**src/rtl/note_gate_decoder.sv**
```systemverilog
// Note index/valid stream to registered per-channel gates (momentary+hold, toggle, latch).
// Latency: 1 cycle from request/release to dig_o and dig_chg_o.
// Backpressure: none; every input cycle is consumed.
module note_gate_decoder #(
    parameter int CH_NUM = 8,
    parameter int IDX_W  = $clog2(CH_NUM),
    parameter int HOLD_W = 16
) (
    input  logic              clk_i,
    input  logic              rst_i,
    input  logic [IDX_W-1:0]  num_i,
    input  logic              num_val_i,
    input  logic              off_i,
    input  logic [1:0]        mode_i,
    input  logic [HOLD_W-1:0] hold_i,
    output logic [CH_NUM-1:0] dig_o,
    output logic              dig_chg_o
);

    typedef enum logic [1:0] {
        MODE_MOM = 2'd0,
        MODE_TOG = 2'd1,
        MODE_LAT = 2'd2,
        MODE_RSV = 2'd3
    } mode_e;

    mode_e             mode_q;
    mode_e             mode_cur;
    logic              mode_chg;
    logic [CH_NUM-1:0] req;
    logic [CH_NUM-1:0] rel;
    logic [CH_NUM-1:0] p_q;
    logic [CH_NUM-1:0] p_nxt;
    logic [CH_NUM-1:0] g_nxt;
    logic [HOLD_W-1:0] cnt_q   [CH_NUM];
    logic [HOLD_W-1:0] cnt_nxt [CH_NUM];

    // Reserved mode behaves as momentary, so both map to the same class.
    function automatic logic [1:0] mode_class(input logic [1:0] m);
        return (m == MODE_RSV) ? MODE_MOM : m;
    endfunction

    assign mode_cur = mode_e'(mode_i);
    assign mode_chg = (mode_class(mode_i) != mode_class(mode_q));

    // Out-of-range indices match no channel and are silently dropped.
    always_comb begin
        req = '0;
        rel = '0;
        for (int k = 0; k < CH_NUM; k++) begin
            req[k] = num_val_i && (num_i == IDX_W'(k));
            rel[k] = off_i && !num_val_i && (num_i == IDX_W'(k));
        end
    end

    always_comb begin
        g_nxt = dig_o;
        p_nxt = req;
        for (int k = 0; k < CH_NUM; k++) begin
            cnt_nxt[k] = cnt_q[k];
        end
        if (mode_chg) begin
            g_nxt = '0;
            p_nxt = '0;
            for (int k = 0; k < CH_NUM; k++) begin
                cnt_nxt[k] = '0;
            end
        end else begin
            case (mode_cur)
                MODE_TOG: begin
                    for (int k = 0; k < CH_NUM; k++) begin
                        cnt_nxt[k] = '0;
                        if (req[k] && !p_q[k]) begin
                            g_nxt[k] = !dig_o[k];
                        end else if (rel[k]) begin
                            g_nxt[k] = 1'b0;
                        end
                    end
                end
                MODE_LAT: begin
                    for (int k = 0; k < CH_NUM; k++) begin
                        cnt_nxt[k] = '0;
                    end
                    if (|req) begin
                        g_nxt = req;
                    end else begin
                        g_nxt = dig_o & ~rel;
                    end
                end
                default: begin
                    for (int k = 0; k < CH_NUM; k++) begin
                        if (req[k]) begin
                            g_nxt[k]   = 1'b1;
                            cnt_nxt[k] = hold_i;
                        end else if (rel[k]) begin
                            g_nxt[k]   = 1'b0;
                            cnt_nxt[k] = '0;
                        end else if (cnt_q[k] != '0) begin
                            cnt_nxt[k] = cnt_q[k] - 1'b1;
                        end else begin
                            g_nxt[k] = 1'b0;
                        end
                    end
                end
            endcase
        end
    end

    always_ff @(posedge clk_i or posedge rst_i) begin
        if (rst_i) begin
            dig_o     <= '0;
            dig_chg_o <= 1'b0;
            p_q       <= '0;
            mode_q    <= MODE_MOM;
            for (int k = 0; k < CH_NUM; k++) begin
                cnt_q[k] <= '0;
            end
        end else begin
            dig_o     <= g_nxt;
            dig_chg_o <= (g_nxt != dig_o);
            p_q       <= p_nxt;
            mode_q    <= mode_cur;
            for (int k = 0; k < CH_NUM; k++) begin
                cnt_q[k] <= cnt_nxt[k];
            end
        end
    end

endmodule
```
**config.mk**
```make
export PLATFORM = sky130hd
export DESIGN_NAME = note_gate_decoder
export DESIGN_NICKNAME = d
export VERILOG_FILES = /design/src/rtl/note_gate_decoder.sv
export SDC_FILE = /design/constraint.sdc
export NUM_CORES = 1
export LEC_CHECK = 0
export CAP_MARGIN = 40
export CELL_PAD_IN_SITES_DETAIL_PLACEMENT = 2
export CELL_PAD_IN_SITES_GLOBAL_PLACEMENT = 2
export CORE_MARGIN = 8
export CORE_UTILIZATION = 42
export CTS_BUF_LIST = sky130_fd_sc_hd__clkbuf_16
export CTS_CLUSTER_SIZE = 40
export DETAILED_ROUTE_END_ITERATION = 10
export PLACE_DENSITY = 0.86
export SLEW_MARGIN = 30
export SYNTH_ARGS = -nofsm -noshare
export SYNTH_HDL_FRONTEND = slang
export SYNTH_SLANG_ARGS = --single-unit
```
**constraint.sdc**
```tcl
create_clock -name clk_i -period 13.8 [get_ports clk_i]
set_clock_uncertainty 0.1 [all_clocks]
set_input_delay 1.38 -clock clk_i [delete_from_list [all_inputs] [get_ports clk_i]]
set_output_delay 1.38 -clock clk_i [all_outputs]
set_load 0.01 [all_outputs]
```
==> out/results.ini <==
[logic_synthesis]
synth-edff-count = 0
synth.distinct_cells = 76
syn_area_um2 = 9350
synth.avg_cell_area_um2 = 8.77
synth-seq-area-share_pct = 39.3
synthesis.nets = 1102
netlist_instances = 1066
async_reset_ff_share_pct = 100
ys_seq_elements = 147
yosysWarnings = 0
synthFlopType = dfrtp_1

[cts]
cts_resized = 0
clockBufferDepth = 2
post_cts_buffers = 0
cts_tree = done
htree_levels = 4
clkTransAtPathRegs_ps = 70
ctsRootBufferMaster = clkbuf_16
cts_sinks = 147
clk_latency_ps = 440
numCtsBuffers = 17
ctsHoldBuffers = 0

[place]
place_ws_ps = 9030
dpl_cell_area_um2 = 9890
hpwl_mm = 23.3
gp_congestion = 0.838
port_buffers = 33

[power_and_ir_drop]
power_switching_share_pct = 47.8
vdd_ir_drop_max_uv = 103
leakagePower_nw = 4.79
p_clk_share_pct = 14.9
power.switching_mw = 1.55
pwr-share-comb_pct = 63.8
power_frac_seq_pct = 21.3
p_per_area_nw_per_um2 = 309
internal-power_mw = 1.70

[global_routing]
grtUsageTotal_pct = 27.0
antenna_found_initial = 0
grt_start_max_net_pins = 62
grt_pass1_wl_mm = 56.7
grt_pass1_vias = 9634
overflow = 0

[route]
wire_per_inst_um = 26.4
viasPerCell = 6.40
final_antenna_net_count = 0
drt_iter0_drc = 609
dr.pass1.iters = 5
post-route-drc-count = 0
vias = 8672
wl_mm = 35.8

[sta]
tightest_slew_ps = 930
relSlewSlack_pct = 37.4
min_period_ps = 4370
finalCritPeriodShare_pct = 31.7
setup_viol = 0
finalSetupTns_ps = 0
fmax_mhz = 229
rsz0062_at_grt = false
slew_violations = 0
hold_violations = 0
layout_setup_ws_ps = 9430

[critical_path]
crit_buf_inv = 1
worstPathRequired_ps = 14000
path_class = in -> reg
arrival_ps = 4570
cp-start-kind = input port
cp_max_fo = 14
crit_family = simple AND/OR/NAND/NOR gates
slowest_stage = clkdlybuf4s50_1
cpPeakStageDelay_ps = 890
r2r_cells = 7
path_depth = 7
endpoint_kind = flop
cp_cell_sequence = clkdlybuf4s50_1 -> or2_2 -> nand2_1 -> a2111oi_1 -> a2111oi_0 -> nor4_1 -> nand4_1

[layout]
drive_above_1_share_pct = 8.36
n_antenna_cell = 0
syn2layout_area_growth_pct = 12.6
design_area_um2 = 10500
nFillCells = 2334
nNetsFinal = 1101

[floorplanning]
dieWidth_um = 165
core_area_um2 = 21800
io_pins = 34
rows = 54
die_area_um2 = 27300
start_util_pct = 42.9
die_h_um = 165

[hold_path]
hold_path_depth = 2
hp-class = reg -> reg

[outcome]
outcome = finished clean

[job]
cap_violations = 0

## cell usage after synthesis (11+ instances only)
cell type,count,area [um^2]
a21oi_1,60,300
a22oi_1,97,728
buf_1,11,41.3
buf_2,22,110
clkbuf_1,34,128
dfrtp_1,147,3680
ha_1,11,138
inv_1,25,93.8
nand2_1,61,229
nand2b_1,17,106
nand3_1,13,65.1
nand3b_1,17,128
nor2_1,168,631
nor3_1,33,165
nor4_1,21,131
o21ai_0,27,135
or3_1,18,113
or4_1,18,135
xnor2_1,51,447
xor2_1,50,438
## placed cells by master, fill, tap and decap left out, types with 4 or more instances in the layout
master / n
a211oi_1: 5
a21oi_1: 60
a221oi_1: 6
a22oi_1: 97
a31oi_1: 5
and2_1: 6
and3b_1: 8
buf_4: 13
clkbuf_16: 17
clkdlybuf4s50_1: 33
clkinvlp_4: 4
dfrtp_1: 147
ha_1: 11
inv_1: 25
nand2_1: 61
nand2b_1: 17
nand3_1: 13
nand3b_1: 17
nand4_1: 8
nand4b_1: 6
nor2_1: 167
nor2b_1: 8
nor3_1: 33
nor3b_1: 4
nor4_1: 21
nor4_2: 7
nor4b_1: 4
o211ai_1: 7
o21ai_0: 27
o31a_1: 4
o31ai_1: 8
or3_1: 18
or3b_2: 5
or4_1: 18
xnor2_1: 51
xor2_1: 50
## sequential cells by signal, indices dropped and copies added (netlist names)
| signal | cells |
|---|---|
| cnt_q | 128 |
| dig_chg_o | 1 |
| dig_o | 8 |
| mode_q | 2 |
| p_q | 8 |
## worst paths after layout
check / start / end / slack, ps
hold reg to reg: cnt_q[65] / cnt_q[65] / 500
min in group asynchronous: rst_i / cnt_q[87] / 1270
setup reg to reg: cnt_q[96] / cnt_q[102] / 10840
hold / removal: cnt_q[65] / cnt_q[65] / 500
setup / recovery: off_i / dig_chg_o / 9430
max in group asynchronous: rst_i / cnt_q[2] / 11380
## metrics by stage
step	power, mW	utilization (%)	cells	hold WS [ps]
2_1_floorplan	2.23	-	1066	416
3_5_place_dp	2.70	45.3	1322	483
4_1_cts	3.25	48.0	1352	513
3_3_place_gp	2.56	44.9	1316	457
5_1_grt	3.52	48.3	1356	531
6_report	3.25	48.3	1356	498
## power by group through the flow
stage	clock network (mW)	logic, mW	registers (mW)
final	0.486	2.08	0.692
after global routing	0.510	2.30	0.709
after CTS	0.493	2.07	0.689
after detailed placement	0	2.01	0.692
after global placement	0	1.87	0.681
after floorplan	0	1.58	0.652
## logic make-up (layout without fill, tap and decap cells)
logic type | after synthesis | in the layout | synth area share, %
and+or+nand+nor | 456 | 456 | 26.5
AOI/OAI and AO/OA | 250 | 250 | 18.3
buffers and inverters | 101 | 111 | 4.91
xor gates and xnor gates | 101 | 101 | 9.46
DFF | 147 | 147 | 39.3
adders and majority gates | 11 | 11 | 1.47
## tightest hold or removal path, stage by stage, from the launching register on
cell and delay, ps:
dfrtp_1 370, nor3_1 60, nor3_1 120
## layout make-up
cell class	instances	area, um^2	share of cell area (%)
tap	280	350	3.33
sequential	147	3680	34.9
clock buffer	17	425	4.04
multi-input combinational	818	5260	49.9
clock inverter	13	164	1.56
inverter	27	106	1.01
timing repair buffer	54	548	5.20
## layer usage
| metal | track usage, % | part of all wire [%] | routed length, um |
|---|---|---|---|
| met2 | 45.7 | 50 | 18000 |
| met3 | 6.74 | 4.8 | 1720 |
| met4 | 9.75 | 2.7 | 964 |
| met5 | 0 | 0 | 0 |
| met1 | 32.7 | 42 | 15200 |
Power figures use the tool's default switching activity.
